[src/rtl/exp_share_arbiter.sv]
`default_nettype none
// ============================================================================
// Module   : exp_share_arbiter
// Desc     : Shares one BF16 exp approximation unit among NREQ requesters.
//            Round-robin grant, tag pipeline matching the unit latency, and
//            a credit-protected response FIFO per requester so no result is
//            ever dropped.
// Revision : 1.0 - initial release
// ============================================================================
module exp_share_arbiter #(
  parameter int NREQ      = 4,
  parameter int EXP_LAT   = 0,
  parameter int RSP_DEPTH = 2
) (
  input  logic                 clk,
  input  logic                 rst_n,
  input  logic [NREQ-1:0]      req_valid,
  input  logic [16*NREQ-1:0]   req_x,
  output logic [NREQ-1:0]      req_ready,
  output logic [NREQ-1:0]      rsp_valid,
  output logic [16*NREQ-1:0]   rsp_y,
  input  logic [NREQ-1:0]      rsp_ready,
  output logic [15:0]          exp_x,
  input  logic [15:0]          exp_y,
  output logic                 busy
);

  localparam int TW   = $clog2(NREQ);
  localparam int AW   = $clog2(RSP_DEPTH);
  localparam int CW   = $clog2(RSP_DEPTH + 1);
  localparam int NSTG = EXP_LAT + 1;

  // Occupancy limit compared against FIFO count plus in-flight ops.
  localparam logic [CW:0]   DEPTH_W  = (CW+1)'(RSP_DEPTH);
  localparam logic [CW-1:0] CNT_FULL = CW'(RSP_DEPTH);

  // Arbitration
  logic [NREQ-1:0] elig_w;
  logic [NREQ-1:0] grant_w;
  logic            any_grant_w;
  logic [TW-1:0]   gidx_w;
  logic [15:0]     sel_x_w;
  logic [TW-1:0]   ptr_q;
  logic [TW-1:0]   ptr_d;

  // Issue register and tag pipeline
  logic [15:0]     exp_x_q;
  logic [NSTG-1:0] vld_q;
  logic [TW-1:0]   tag_q [NSTG];
  logic            cap_w;
  logic [TW-1:0]   cap_tag_w;

  // Round-robin scan from the pointer: first eligible requester wins.
  always_comb begin
    int idx;
    idx         = 0;
    grant_w     = '0;
    any_grant_w = 1'b0;
    gidx_w      = '0;
    sel_x_w     = '0;
    for (int k = 0; k < NREQ; k++) begin
      idx = int'(ptr_q) + k;
      if (idx >= NREQ) idx = idx - NREQ;
      if (!any_grant_w && elig_w[idx]) begin
        any_grant_w  = 1'b1;
        grant_w[idx] = 1'b1;
        gidx_w       = idx[TW-1:0];
        sel_x_w      = req_x[16*idx +: 16];
      end
    end
  end

  // Pointer moves just past the winner; holds when nobody is granted.
  always_comb begin
    ptr_d = ptr_q;
    if (any_grant_w) begin
      ptr_d = (gidx_w == TW'(NREQ-1)) ? '0 : gidx_w + TW'(1);
    end
  end

  // Issue register, RR pointer and the (valid, tag) shift pipeline.
  always_ff @(posedge clk or negedge rst_n) begin
    if (!rst_n) begin
      ptr_q   <= '0;
      exp_x_q <= '0;
      vld_q   <= '0;
      for (int s = 0; s < NSTG; s++) begin
        tag_q[s] <= '0;
      end
    end else begin
      ptr_q    <= ptr_d;
      vld_q[0] <= any_grant_w;
      tag_q[0] <= gidx_w;
      if (any_grant_w) begin
        exp_x_q <= sel_x_w;
      end
      for (int s = 1; s < NSTG; s++) begin
        vld_q[s] <= vld_q[s-1];
        tag_q[s] <= tag_q[s-1];
      end
    end
  end

  // exp_y lines up with the last pipeline stage.
  assign cap_w     = vld_q[NSTG-1];
  assign cap_tag_w = tag_q[NSTG-1];

  assign exp_x     = exp_x_q;
  assign req_ready = grant_w;
  assign busy      = (|vld_q) | (|rsp_valid);

  // Per-requester credit tracking and response FIFO.
  for (genvar gi = 0; gi < NREQ; gi++) begin : g_req
    logic [CW-1:0] cnt_q;
    logic [CW-1:0] cnt_d;
    logic [CW-1:0] infl_q;
    logic [CW-1:0] infl_d;
    logic [AW-1:0] wr_ptr_q;
    logic [AW-1:0] rd_ptr_q;
    logic [15:0]   mem_q [RSP_DEPTH];
    logic          push_w;
    logic          pop_w;
    logic [CW:0]   used_w;

    assign push_w = cap_w && (cap_tag_w == TW'(gi));
    assign pop_w  = rsp_valid[gi] && rsp_ready[gi];

    // Credit uses registered counts only, so a pop frees a slot next cycle.
    assign used_w      = {1'b0, cnt_q} + {1'b0, infl_q};
    assign elig_w[gi]  = rst_n && req_valid[gi] && (used_w < DEPTH_W);

    assign rsp_valid[gi]       = (cnt_q != '0);
    assign rsp_y[16*gi +: 16]  = mem_q[rd_ptr_q];

    // Next-state for FIFO occupancy and in-flight count.
    always_comb begin
      cnt_d = cnt_q;
      if (push_w && !pop_w) begin
        cnt_d = cnt_q + CW'(1);
      end else if (pop_w && !push_w) begin
        cnt_d = cnt_q - CW'(1);
      end
      infl_d = infl_q;
      if (grant_w[gi] && !push_w) begin
        infl_d = infl_q + CW'(1);
      end else if (push_w && !grant_w[gi]) begin
        infl_d = infl_q - CW'(1);
      end
    end

    // FIFO pointers and counters; reset discards everything in flight.
    always_ff @(posedge clk or negedge rst_n) begin
      if (!rst_n) begin
        cnt_q    <= '0;
        infl_q   <= '0;
        wr_ptr_q <= '0;
        rd_ptr_q <= '0;
      end else begin
        cnt_q  <= cnt_d;
        infl_q <= infl_d;
        if (push_w) wr_ptr_q <= wr_ptr_q + AW'(1);
        if (pop_w)  rd_ptr_q <= rd_ptr_q + AW'(1);
      end
    end

    // FIFO storage; contents are meaningless while the count is zero.
    always_ff @(posedge clk) begin
      if (push_w) begin
        mem_q[wr_ptr_q] <= exp_y;
      end
    end

`ifndef SYNTHESIS
    // Credit accounting must make an overflowing push unreachable.
    a_no_push_full: assert property (@(posedge clk) disable iff (!rst_n)
      !(push_w && (cnt_q == CNT_FULL)));
`endif
  end

endmodule
`default_nettype wire

[config.mk]
export PLATFORM = sky130hd
export DESIGN_NAME = exp_share_arbiter
export DESIGN_NICKNAME = d
export VERILOG_FILES = /design/src/rtl/exp_share_arbiter.sv
export SDC_FILE = /design/constraint.sdc
export NUM_CORES = 1
export LEC_CHECK = 0
export CORE_AREA = 2 2 166 128
export CTS_CLUSTER_DIAMETER = 40
export DETAILED_ROUTE_END_ITERATION = 6
export DIE_AREA = 0 0 168 130
export GPL_ROUTABILITY_DRIVEN = 0
export GPL_TIMING_DRIVEN = 0
export HOLD_SLACK_MARGIN = 0.1
export PLACE_DENSITY_LB_ADDON = 0.3
export RECOVER_POWER = 25
export SLEW_MARGIN = 20
export SYNTH_ARGS = -nofsm -noshare
export SYNTH_HDL_FRONTEND = slang
export SYNTH_SLANG_ARGS = --single-unit
[constraint.sdc]
create_clock -name clk -period 4.4 [get_ports clk]
set_input_delay 0.44 -clock clk [delete_from_list [all_inputs] [get_ports clk]]
set_output_delay 0.44 -clock clk [all_outputs]
set_load 0.05 [all_outputs]
==> Word level (Yosys, flattened, before mapping) <==
Memories as Yosys holds them, arrays and structs flattened.
Index checks and enable logic that the tools add are counted.
{ "totals": {"reg_bits": 45, "word_cells": 221, "in_bits": 90, "output_inout_bits": 89, "memories": 4, "mem_bits_rw": 128} }
{ "classes": {"muxes": 65, "shifts": 4, "n_eq_ne": 4, "add_sub_neg": 36, "bitwise_logic": 4, "n_reduce_logical": 68, "order_cmp": 16} }
{ "mem_list": {"columns": ["name", "words", "width", "read_ports", "rd_ports_with_merged_regs", "wr", "line", "text"], "rows": [
  ["g_req[0].mem_q", 2, 16, 1, 0, 1, "120", "logic [15:0] mem_q [RSP_DEPTH];"],
  ["g_req[1].mem_q", 2, 16, 1, 0, 1, "120", null],
  ["g_req[2].mem_q", 2, 16, 1, 0, 1, "120", null],
  ["g_req[3].mem_q", 2, 16, 1, 0, 1, "120", null]
]} }
{ "ops": {"columns": ["op", "count"], "rows": [
  ["indexed part select 64 x 32 -> 16 bit", 4],
  ["greater-or-equal comparator 32 x 1 -> 1 bit (second input constant)", 4],
  ["less-than comparator 32 x 4 -> 1 bit (second input constant)", 4],
  ["two-way mux 32 bit", 4],
  ["two-way mux 16 bit", 4],
  ["two-way mux 2 bit", 21],
  ["logical AND 1 bit", 39],
  ["two-way mux 1 bit", 24],
  ["nonzero test 2 bit", 12],
  ["adder 2 x 1 -> 2 bit (second input constant)", 9],
  ["two-way mux 4 bit", 4],
  ["subtractor 2 x 1 -> 2 bit (second input constant)", 8],
  ["logical NOT 1 bit", 15],
  ["adder 2 x 2 -> 3 bit", 4],
  ["less-than comparator 3 x 2 -> 1 bit (second input constant)", 4],
  ["bitwise OR 4 bit", 3],
  ["subtractor 3 x 3 -> 4 bit (second input constant)", 3],
  ["greater-or-equal comparator 3 bit (second input constant)", 3],
  ["adder 1 bit (second input constant)", 8],
  ["binary-select mux 1 bit (select 2 bit)", 4],
  ["demux 1 bit (select 2 bit)", 4],
  ["adder 2 x 2 -> 3 bit (second input constant)", 2],
  ["equality test 2 bit (second input constant)", 3],
  ["OR reduction 4 bit", 1],
  ["6 further kinds", 6]
]} }

==> Depth between registers and ports, before layout <==
Gate-level depths: netlist (run 1).
{ "logic_depth": {"ltp_word": 20, "depth_mapped": 16, "mapped_depth_nobuf": 12} }

==> Worst setup path after synthesis (run 1) <==
Ideal clock, no wire load.
{ "synth_path": {"kind": "flip-flop to flip-flop", "from": "reg ptr_q[0]", "to": "reg g_req[3].infl_q[1]", "slack_ns": -0.099, "path_buffers": 5, "required_time_ns": 4.275, "synth_period_minus_slack_ns": 4.499, "stages_incl_launch_ff": 17, "setup_ns": 0.125, "arrival_ns": 4.374, "path_cell_list": "dfrtp_1 -> buf_4 -> buf_2 -> clkbuf_1 -> inv_1 -> ha_1 -> nand2b_1 -> a21oi_1 -> a21o_1 -> buf_2 -> buf_2 -> a221oi_1 -> o21ai_0 -> ha_1 -> xor2_1 -> nor2_1 -> xor2_1"} }
{ "synth_between": {"elab_chain_len": 18, "word_cells_on_any_way": 68, "classes_between": "add/sub: 7; order compare: 12; mux: 32; bitwise: 3; reduce/logical: 14"} }
{ "synth_rtl": {"columns": ["item", "line", "text"], "rows": [
  ["start: declaration", "43", "logic [TW-1:0] ptr_q;"],
  ["start signal: assignment", "91", "ptr_q <= ptr_d;"],
  ["parallel branches: the longest is 14 deep, another holds greater-or-equal comparator 32 x 1 -> 1 bit", null, null],
  ["two-way mux 4 bit (*)", "64", "if (!any_grant_w && elig_w[idx]) begin"],
  ["named net req_ready[3]", "19", "output logic [NREQ-1:0] req_ready,"],
  ["logical NOT 1 bit", "146", "end else if (push_w && !grant_w[gi]) begin"],
  ["logical AND 1 bit", "146", null],
  ["nonzero test 2 bit (no line)", null, null],
  ["end signal: assignment", "160", "infl_q <= infl_d;"],
  ["end: declaration", "116", "logic [CW-1:0] infl_q;"]
]} }
Mark *: on every way through the listed nets, which the timed path passes. The select of a mux whose other input is x is not followed.
A chain may end at the register's enable or synchronous reset.

==> Worst setup path in the final report (run 1) <==
{ "layout_path": {"from": "reg ptr_q[1]", "to": "out req_ready[0]"} }
{ "layout_between": {"elab_chain_len": 15, "word_cells_on_any_way": 63, "classes_between": "add/sub: 7; order compare: 12; mux: 31; bitwise: 3; reduce/logical: 10"} }
{ "layout_rtl": {"columns": ["item", "line"], "rows": [
  ["parallel branches: the longest is 14 deep, another holds greater-or-equal comparator 32 x 1 -> 1 bit", null],
  ["two-way mux 4 bit (*)", "64"],
  ["end: declaration", "19"]
]} }
Every way passes the cells marked *. The select of a mux whose other input is x is not followed.

==> impl_metrics.csv, run 1 <==
group,metric,value,unit
sta,setup-violations-final,0,
layout,fin_nets,966,
sta,max_freq,235,MHz
clock_network,clk_pin_slew_worst_paths,70,ps
yosys,synth_top_family_by_area,"multiplexers",
yosys,yosys_most_used_dff,"edfxtp_1",
global_route,grt_pass1_wl,36600,um
clock_network,htree_levels,4,
routing,vias,6494,
layout,area_growth,31.0,%
floorplanning,dieHeight,130,um
layout,fin_util,57.4,%
yosys,synth.ff_latch_count,173,
yosys,yosysSeqAreaShare,55.5,%
layout,fillers,1650,
sta,fin_worst_skew,15.5,ps
power,leakage,4.29,nW
sta,maxSlewViolCount,0,
clock_network,cts.path.max_buffers,2,
layout,drive_gt1_share,21.4,%
routing,routed_wl,23800,um
yosys,synth_top_area_share,42.9,%
yosys,synth.avg_cell_area,13.6,um2
yosys,synthXorXnorAreaFrac,3.13,%
yosys,synthDistinctLibCells,59,
floorplanning,fp.dieArea,0.0218,mm2
routing,drtAntennaViolNets,0,
clock_network,cts_tree,"yes",
hold_path,hold_start,"g_req[3].infl_q[1]",
clock_network,post_cts_buffers,0,
clock_network,clk_latency,430,ps
hold_path,hold_end,"g_req[3].infl_q[1]",
floorplanning,die_w,168,um
floorplanning,start_util,43.8,%
power,p_total,9.67,mW
power,p_int,5.16,mW
setup_path,rrSetupSlack,440,ps
clock_network,numCtsBuffers,17,
global_route,grt-ovfl-total,0,
setup_path,path_max_fanout,13,
global_route,antenna_found_initial,0,
yosys,synth_edf_count,128,
floorplanning,io_pins,179,
place,port_buffers,178,
layout,diodes,0,
yosys,yosysWarnings,0,
sta,min_period,4260,ps
hold_path,min_path_type,"flip-flop to flip-flop",
hold_path,whs_path_depth,1,
routing,drt-wirelength-per-cell,21.0,um
clock_network,root_buffer,"clkbuf_16",
yosys,synth_adder_area_share,3.13,%
floorplanning,design.core.area,0.0204,mm2
yosys,syn_nets,766,
job,cap_violations,0,
clock_network,cts_num_sinks,173,
setup_path,r2r_cells,14,
setup_path,worstSetupPathType,"flip-flop to primary output",
sta,hold_viol,0,
power,power.share.combinational,59.6,%
yosys,synth_top_area_cell,"edfxtp_1",
sta,rsz0062_at_grt,"false",
global_route,grt.total_usage,22.1,%
setup_path,cp-end-kind,"primary output",
global_route,grt_max_degree,50,
sta,slew_headroom,38.3,%
setup_path,worst_setup_path_start_kind,"flip-flop",
yosys,synth-compound-area-share,10.3,%
power,switchingPower,4.51,mW
power,power.density,825,mW/mm2
power,swShare,46.7,%
setup_path,r2r-end,"ptr_q[0]",
setup_path,crit_arrival,3820,ps
yosys,synth.mux.area_fraction,19.0,%
yosys,synthSimpleGateAreaFrac,6.39,%
sta,worst_pin_slew,899,ps
setup_path,reg2reg_from,"ptr_q[0]",
power,power_frac_clock,15.4,%
routing,firstDrtPassIters,5,
routing,first_iter_violations,656,
routing,viasPerCell,5.73,
setup_path,worstPathRequired,3960,ps
floorplanning,rows,46,
place,place_hpwl,17100,um
yosys,async_reset_ff_share,26.0,%
yosys,netlist_instances,656,
power,seq_power_share,25.0,%
power,peakVddDrop,0.394,mV
routing,drc,0,
sta,min_period_over_period,96.9,%
yosys,synth_area_leaders,"edfxtp_1 (43%), dfrtp_1 (13%), mux2_2 (9.7%), mux4_2 (6.0%), mux2i_1 (3.2%)",
yosys,synthesis.area,0.00895,mm2
outcome,status,"completed",
global_route,grt_pass1_vias,6410,
power groups by stage:
stage / registers, mW / clock network, mW / logic (mW)
floorplan: 2.62 / 0 / 3.85
finish: 2.42 / 1.49 / 5.77
global route: 2.46 / 1.58 / 6.17
CTS: 2.42 / 1.52 / 5.75
detailed placement: 2.44 / 0 / 5.75
global placement: 2.42 / 0 / 5.67
final cells by class:
cell class                      count  area (um2)  share of cell area, %
Buffer                             43         215                   1.84
Clock buffer                       17         425                   3.63
Clock inverter                     15         173                   1.47
Inverter                            7        26.3                  0.224
Multi-Input combinational cell    431        3760                   32.1
Sequential cell                   173        4970                   42.4
Tap cell                          264         330                   2.82
Timing Repair Buffer              183        1820                   15.5
worst max-delay path, stage by stage, from the launching register on:
cell             delay, ps
dfrtp_2                500
inv_1                  130
clkbuf_2               270
buf_2                  370
ha_1                   320
nand2b_1               150
a21oi_1                280
a21o_1                 120
buf_2                  210
buf_2                  280
a221oi_1               100
o21ai_2                260
clkdlybuf4s18_2        400
worst max-delay path by stage:
stage                            startpoint                  to  slack (ps)  cells past startpoint
after detailed placement           ptr_q[0]        req_ready[1]        -780                     11
final                              ptr_q[1]        req_ready[0]         140                     12
after floorplan                    ptr_q[0]  g_req[3].infl_q[1]         340                     16
after global routing      g_req[3].cnt_q[0]        req_ready[0]         0.5                     11
after global placement                rst_n        req_ready[1]       -1640                      9
after CTS                          ptr_q[1]        req_ready[1]           6                     12
state kept, by name, summed over array words and instances (netlist names):
register and count:
g_req.mem_q 128, exp_x 16, g_req.cnt_q 8, g_req.infl_q 8, g_req.rd_ptr_q 4, g_req.wr_ptr_q 4
cap_tag_w 2, ptr_q 2, cap_w 1
cells in the final DEF, fill, tap and decap left out, types with 10 or more instances in the layout:
cell and instances:
mux2_2 77, clkdlybuf4s50_1 159, mux2i_1 29, xor2_1 16, dlygate4sd3_1 15, o22ai_1 12, buf_2 19, dfrtp_1 43
xnor2_1 16, mux4_2 24, o21ai_1 11, a211oi_1 10, clkbuf_16 17, nor2_1 34, ha_1 16, nand2_1 31
a22oi_1 16, clkbuf_1 18, o21ai_0 19, edfxtp_1 128, a21oi_1 20
cells in the mapped netlist, types with 5 or more instances:
library cell and instances:
mux2_2 77, nand2_1 31, xor2_1 16, o22ai_1 12
a211oi_1 10, ha_1 16, a21oi_1 20, and2_1 8
o21ai_1 8, inv_1 7, dfrtp_1 45, mux2i_1 29
mux4_2 24, a22oi_1 16, nor2_1 38, a221oi_1 5
xnor2_1 16, or2_2 6, nor3_1 5, a222oi_1 7
o21ai_0 23, clkbuf_1 24, a21o_1 5, buf_2 16
nand3_1 7, edfxtp_1 128
what timing repair did:
item / CTS / global route
setup endpoints to repair: 23 / 4
resized for setup: 19 / 12
hold buffers: 1 / 0
hold endpoints to repair: 45 / 0
cells by family after synthesis:
kind of cell | count (synthesis)
AO/OA/AOI/OAI | 132
adder cells (fa/ha/maj) | 20
XOR/XNOR | 32
flip-flops | 173
multiplexers | 130
AND/OR/NAND/NOR | 117
buffers and inverters | 52
per-stage QoR:
| step | instance area, um2 | hold WS, ps | TNS (ps) | instances | setup WS, ps |
|---|---|---|---|---|---|
| 2_1_floorplan | 8950 | 144 | 0 | 656 | 344 |
| 5_1_grt | 11700 | 528 | 0 | 1133 | 0.520 |
| 3_5_place_dp | 11100 | 494 | -4680 | 1102 | -780 |
| 4_1_cts | 11700 | 507 | 0 | 1133 | 5.72 |
| 3_3_place_gp | 11100 | 475 | -21790 | 1098 | -1640 |
| 6_report | 11700 | 497 | 0 | 1133 | 137 |
per-layer routing:
metal  up-vias  routed length, um  track usage (%)
met5         -                  0                0
met2       309              10400             31.8
met3        21               1880             5.49
li1       2943                  -                -
met1      3221              11300             33.6
met4         0                258             5.12
No activity file was read; power rests on OpenSTA's default activity.
==> inputs of run 2 (changes only) <==
--- a/constraint.sdc
+++ b/constraint.sdc
@@ -3,2 +3,2 @@
 set_output_delay 0.44 -clock clk [all_outputs]
-set_load 0.05 [all_outputs]
+set_load 0.005 [all_outputs]
==> run 2 against run 1 <==
First-iteration DRC count is 11% higher. Global-route usage is 0.26 points lower. Register-to-register slack worse by 70 ps. Die area stayed put. Critical path depth is 2 lower. Clock skew is 2.8 ps higher. Highest routed layer unchanged. Largest power group unchanged.
==> impl_metrics.csv, run 2 (same netlist as run 1, synthesis figures left out) <==
group,metric,value,unit
outcome,status,"completed",
layout,largest_register_ffs,128,
routing,routed_wl,23700,um
hold_path,hold_end,"g_req[0].infl_q[1]",
layout,fillers,1640,
routing,firstDrtPassIters,5,
power,switchingPower,3.37,mW
power,p_int,5.21,mW
setup_path,slowest_delay,580,ps
clock_network,htree_levels,4,
routing,drt-wirelength-per-cell,20.9,um
clock_network,root_buffer,"clkbuf_16",
layout,layout_commonest_cell,"clkdlybuf4s50_1",
place,place_hpwl,16900,um
setup_path,reg2reg_from,"ptr_q[0]",
hold_path,whs_path_depth,1,
clock_network,cts_tree,"yes",
floorplanning,dieHeight,130,um
sta,max_freq,237,MHz
layout,diodes,0,
sta,setup-violations-final,0,
hold_path,min_path_type,"flip-flop to flip-flop",
power,swShare,39.3,%
sta,hold_viol,0,
place,dp.cells,1102,
clock_network,cts_num_sinks,173,
sta,rsz0062_at_grt,"true",
setup_path,r2r-end,"ptr_q[0]",
job,cap_violations,0,
global_route,grt-ovfl-total,0,
sta,slew_headroom,36.7,%
setup_path,crit_path_top_delay_cell,"clkdlybuf4s50_1",
setup_path,worstPathRequired,3960,ps
clock_network,numCtsBuffers,17,
power,power.share.combinational,54.6,%
setup_path,r2r_cells,14,
layout,drive_gt1_share,21.3,%
layout,layout_common_cells,"clkdlybuf4s50_1 (162), edfxtp_1 (128), mux2_2 (77)",
layout,fin_nets,965,
routing,vias,6491,
global_route,grt_pass1_wl,35900,um
sta,min_period,4220,ps
layout,layout.cells.non_filler,1132,
power,power_frac_clock,17.4,%
sta,maxSlewViolCount,0,
global_route,antenna_found_initial,0,
power,leakage,4.28,nW
hold_path,hold_start,"g_req[0].infl_q[1]",
routing,drc,0,
layout,max_flop_register,"g_req.mem_q",
global_route,grt_max_degree,50,
floorplanning,design.core.area,0.0204,mm2
setup_path,path_max_fanout,19,
sta,fin_worst_skew,18.2,ps
global_route,grt_pass1_vias,6208,
floorplanning,rows,46,
clock_network,clk_pin_slew_worst_paths,70,ps
sta,holdWs,496,ps
routing,drtAntennaViolNets,0,
clock_network,clk_latency,440,ps
setup_path,path_cells,"buf_8 > clkbuf_4 > inv_1 > ha_1 > buf_2 > a21oi_2 > clkbuf_4 > o21ai_0 > o21ai_1 > clkdlybuf4s50_1",
clock_network,cts.path.max_buffers,2,
floorplanning,fp.dieArea,0.0218,mm2
routing,first_iter_violations,727,
routing,viasPerCell,5.73,
layout,area_growth,31.5,%
setup_path,crit_arrival,3780,ps
power,seq_power_share,28.1,%
place,port_buffers,178,
setup_path,cp_common_cell,"clkbuf_4",
setup_path,rrSetupSlack,370,ps
floorplanning,io_pins,179,
power,power.density,729,mW/mm2
floorplanning,start_util,43.8,%
setup_path,cp-end-kind,"primary output",
sta,min_period_over_period,95.9,%
global_route,grt.total_usage,21.8,%
setup_path,worst_setup_path_start_kind,"flip-flop",
sta,worst_pin_slew,949,ps
setup_path,worstSetupPathType,"flip-flop to primary output",
power,peakVddDrop,0.312,mV
floorplanning,die_w,168,um
## run 2: power groups by stage
stage | clock network (mW) | logic, mW | registers [mW]
floorplan | 0 | 2.89 | 2.38
global placement | 0 | 4.49 | 2.42
detailed placement | 0 | 4.59 | 2.43
CTS | 1.52 | 4.61 | 2.41
global route | 1.58 | 5.07 | 2.45
finish | 1.49 | 4.68 | 2.41
## run 2: final cells by class
cell class                 count  area (um2)  area share (%)
buffer                        41         218            1.85
clock buffer                  17         425            3.61
clock inverter                15         168            1.42
inverter                       7        26.3           0.223
multi-input combinational    431        3780            32.1
sequential                   173        4970            42.2
tap                          264         330            2.80
timing repair buffer         184        1850            15.7
## run 2: metal layers
layer,wire length (um),global-route usage (%)
met1,11400,33.0
met2,10500,32.3
met3,1640,4.97
met4,194,4.65
met5,0,0
## run 2: how the worst max path moves through the flow
stage              from            endpoint  cells past startpoint
3_3_place_gp      rst_n        req_ready[1]                      7
2_1_floorplan  ptr_q[0]  g_req[0].infl_q[1]                     16
5_1_grt        ptr_q[0]        req_ready[3]                     10
6_report       ptr_q[0]        req_ready[2]                     10
3_5_place_dp   ptr_q[0]        req_ready[1]                     11
4_1_cts        ptr_q[0]        req_ready[0]                     10
## run 2: stage by stage
| stage | setup WS (ps) | total power [mW] | TNS (ps) | cell area (um2) | utilization (%) |
|---|---|---|---|---|---|
| after global placement | -1360 | 6.91 | -19910 | 11100 | 54.2 |
| after detailed placement | -648 | 7.01 | -6030 | 11100 | 54.5 |
| final | 179 | 8.59 | 0 | 11800 | 57.6 |
| after floorplan | 948 | 5.27 | 0 | 8950 | - |
| after CTS | 97.8 | 8.54 | 0 | 11700 | 57.5 |
| after global routing | -2.66 | 9.10 | -2.86 | 11800 | 57.6 |
## run 2: worst max-delay path, delay by kind of cell (launching register included)
| family | cells | cell delay, ps |
|---|---|---|
| AO/OA/AOI/OAI | 3 | 650 |
| adder cells (fa/ha/maj) | 1 | 360 |
| buffers and inverters | 6 | 1830 |
| flip-flops | 1 | 460 |
## run 2: repair_timing
action / CTS / global route
pin swaps: 3 / 1
endpoints found under the hold margin: 45 / 0
buffers inserted: 0 / 1
setup endpoints to repair: 24 / 4
hold buffers: 1 / 0
gates resized for setup: 17 / 11
==> inputs of run 3 (changes only) <==
MAX_ROUTING_LAYER = met4   (was default)
==> run 3 against run 2 <==
Count of clock-buffer cells in the layout stayed put. Cell count stayed put. First-iteration DRC count is 1.5% lower. Global-route usage is 0.69 points higher. Non-clock buffer count stayed put. Setup slack worse by 11 ps. Via count is 0.48% higher. Power hardly changed. Register-to-register slack hardly changed. Flip-flop and latch count stayed put. Combinational power hardly changed. Die area stayed put. Highest routed layer unchanged.
==> impl_metrics.csv, run 3 (same netlist as run 1, synthesis figures left out) <==
group,metric,value,unit
routing,viasPerCell,5.76,
setup_path,reg2reg_from,"ptr_q[0]",
setup_path,rrSetupSlack,370,ps
layout,fillers,1640,
setup_path,cp-end-kind,"primary output",
floorplanning,die_w,168,um
setup_path,path_max_fanout,10,
hold_path,hold_start,"g_req[0].infl_q[1]",
global_route,grt_pass1_vias,6219,
place,place_hpwl,16900,um
sta,max_freq,236,MHz
power,p_int,5.21,mW
floorplanning,rows,46,
job,cap_violations,0,
clock_network,clk_pin_slew_worst_paths,70,ps
setup_path,worst_setup_path_start_kind,"flip-flop",
sta,fin_worst_skew,16.4,ps
floorplanning,fp.dieArea,0.0218,mm2
place,postPlaceCellArea,0.0111,mm2
layout,diodes,0,
clock_network,numCtsBuffers,17,
sta,hold_viol,0,
sta,min_period,4230,ps
clock_network,root_buffer,"clkbuf_16",
power,peakVddDrop,0.313,mV
power,power.share.combinational,54.6,%
layout,max_flop_register,"g_req.mem_q",
routing,routed_wl,23600,um
clock_network,cts.path.max_buffers,2,
sta,worst_pin_slew,967,ps
hold_path,hold_end,"g_req[0].infl_q[1]",
layout,drive_gt1_share,21.3,%
routing,first_iter_violations,716,
place,port_buffers,178,
global_route,grt_pass1_wl,35800,um
power,leakage,4.28,nW
place,place_ws,-648,ps
global_route,grt-ovfl-total,0,
layout,fin_nets,965,
power,seq_power_share,28.1,%
sta,maxSlewViolCount,0,
setup_path,crit_arrival,3790,ps
global_route,grt_max_degree,50,
routing,firstDrtPassIters,5,
power,power.density,729,mW/mm2
floorplanning,start_util,43.8,%
floorplanning,dieHeight,130,um
outcome,status,"completed",
clock_network,clk_latency,440,ps
power,power_frac_clock,17.3,%
setup_path,r2r_cells,14,
floorplanning,io_pins,179,
clock_network,htree_levels,4,
sta,min_period_over_period,96.2,%
clock_network,cts_num_sinks,173,
sta,setup_tns,0,ps
routing,vias,6522,
layout,layout_commonest_cell,"clkdlybuf4s50_1",
sta,rsz0062_at_grt,"true",
sta,slew_headroom,35.5,%
layout,final_area,0.0118,mm2
global_route,grt.total_usage,22.5,%
sta,setup-violations-final,0,
layout,largest_register_ffs,128,
power,switchingPower,3.37,mW
clock_network,cts_tree,"yes",
global_route,antenna_found_initial,0,
setup_path,worstSetupPathType,"flip-flop to primary output",
power,swShare,39.3,%
routing,drt-wirelength-per-cell,20.8,um
routing,drtAntennaViolNets,0,
sta,fin_ws,167,ps
floorplanning,design.core.area,0.0204,mm2
routing,drc,0,
layout,layout.cells.non_filler,1132,
layout,layout_common_cells,"clkdlybuf4s50_1 (162), edfxtp_1 (128), mux2_2 (77)",
hold_path,min_path_type,"flip-flop to flip-flop",
hold_path,whs_path_depth,1,
setup_path,worstPathRequired,3960,ps
place,dp.cells,1102,
layout,area_growth,31.5,%
setup_path,r2r-end,"ptr_q[0]",
[run 3: cell counts in the layout (fill, tap and decap cells not counted)]
No cell type changed its count.
[run 3: per-stage QoR]
step	power (mW)	hold WS [ps]	utilization [%]
global placement	6.91	474	54.2
CTS	8.54	503	57.5
finish	8.58	494	57.6
detailed placement	7.01	492	54.5
global route	9.10	522	57.6
floorplan	5.27	144	-
[run 3: timing repair]
item	CTS	global route
hold buffers	1	0
endpoints found under the setup margin	24	4
pin swaps	3	1
buffers inserted	0	1
hold endpoints to repair	45	0
gates resized for setup	17	11
[run 3: routing by layer]
layer	GRT usage, %	vias to the layer above	part of all wire [%]
li1	-	2937	-
met4	4.65	0	0.73
met1	33.0	3273	48
met2	32.3	296	44
met3	4.91	16	6.7
met5	-	-	0
[run 3: worst max-delay path, stage by stage, from the launching register on]
cell and delay, ps:
dfrtp_1 430, and2_1 200, fa_1 430, or3b_1 440, buf_2 200, o22a_1 270, mux2i_1 230, buf_4 230
a221oi_1 110, o21ai_1 230, clkdlybuf4s50_1 590
[run 3: worst max-delay path by stage]
stage                 startpoint                  to  slack [ps]  cells after the start
3_5_place_dp            ptr_q[0]        req_ready[1]        -650                     11
4_1_cts                 ptr_q[0]        req_ready[0]         100                     10
5_1_grt                 ptr_q[0]        req_ready[3]          -3                     10
3_3_place_gp               rst_n        req_ready[1]       -1360                      7
2_1_floorplan           ptr_q[0]  g_req[0].infl_q[1]         950                     16
6_report       g_req[3].cnt_q[0]        req_ready[2]         170                     10
[run 3: power groups by stage]
stage | Sequential, mW | Combinational, mW | Clock (mW)
after floorplan | 2.38 | 2.89 | 0
after global placement | 2.42 | 4.49 | 0
after detailed placement | 2.43 | 4.59 | 0
after CTS | 2.41 | 4.61 | 1.52
after global routing | 2.45 | 5.07 | 1.58
final | 2.41 | 4.69 | 1.49
[run 3: layout make-up]
type	count	area, um2	share of cell area [%]
multi-input cells	431	3780	32.1
clock inverters	15	168	1.42
well taps	264	330	2.80
repair buffers	184	1850	15.7
plain buffers	41	218	1.85
clock buffers	17	425	3.61
inverters	7	26.3	0.223
flip-flops and latches	173	4970	42.2
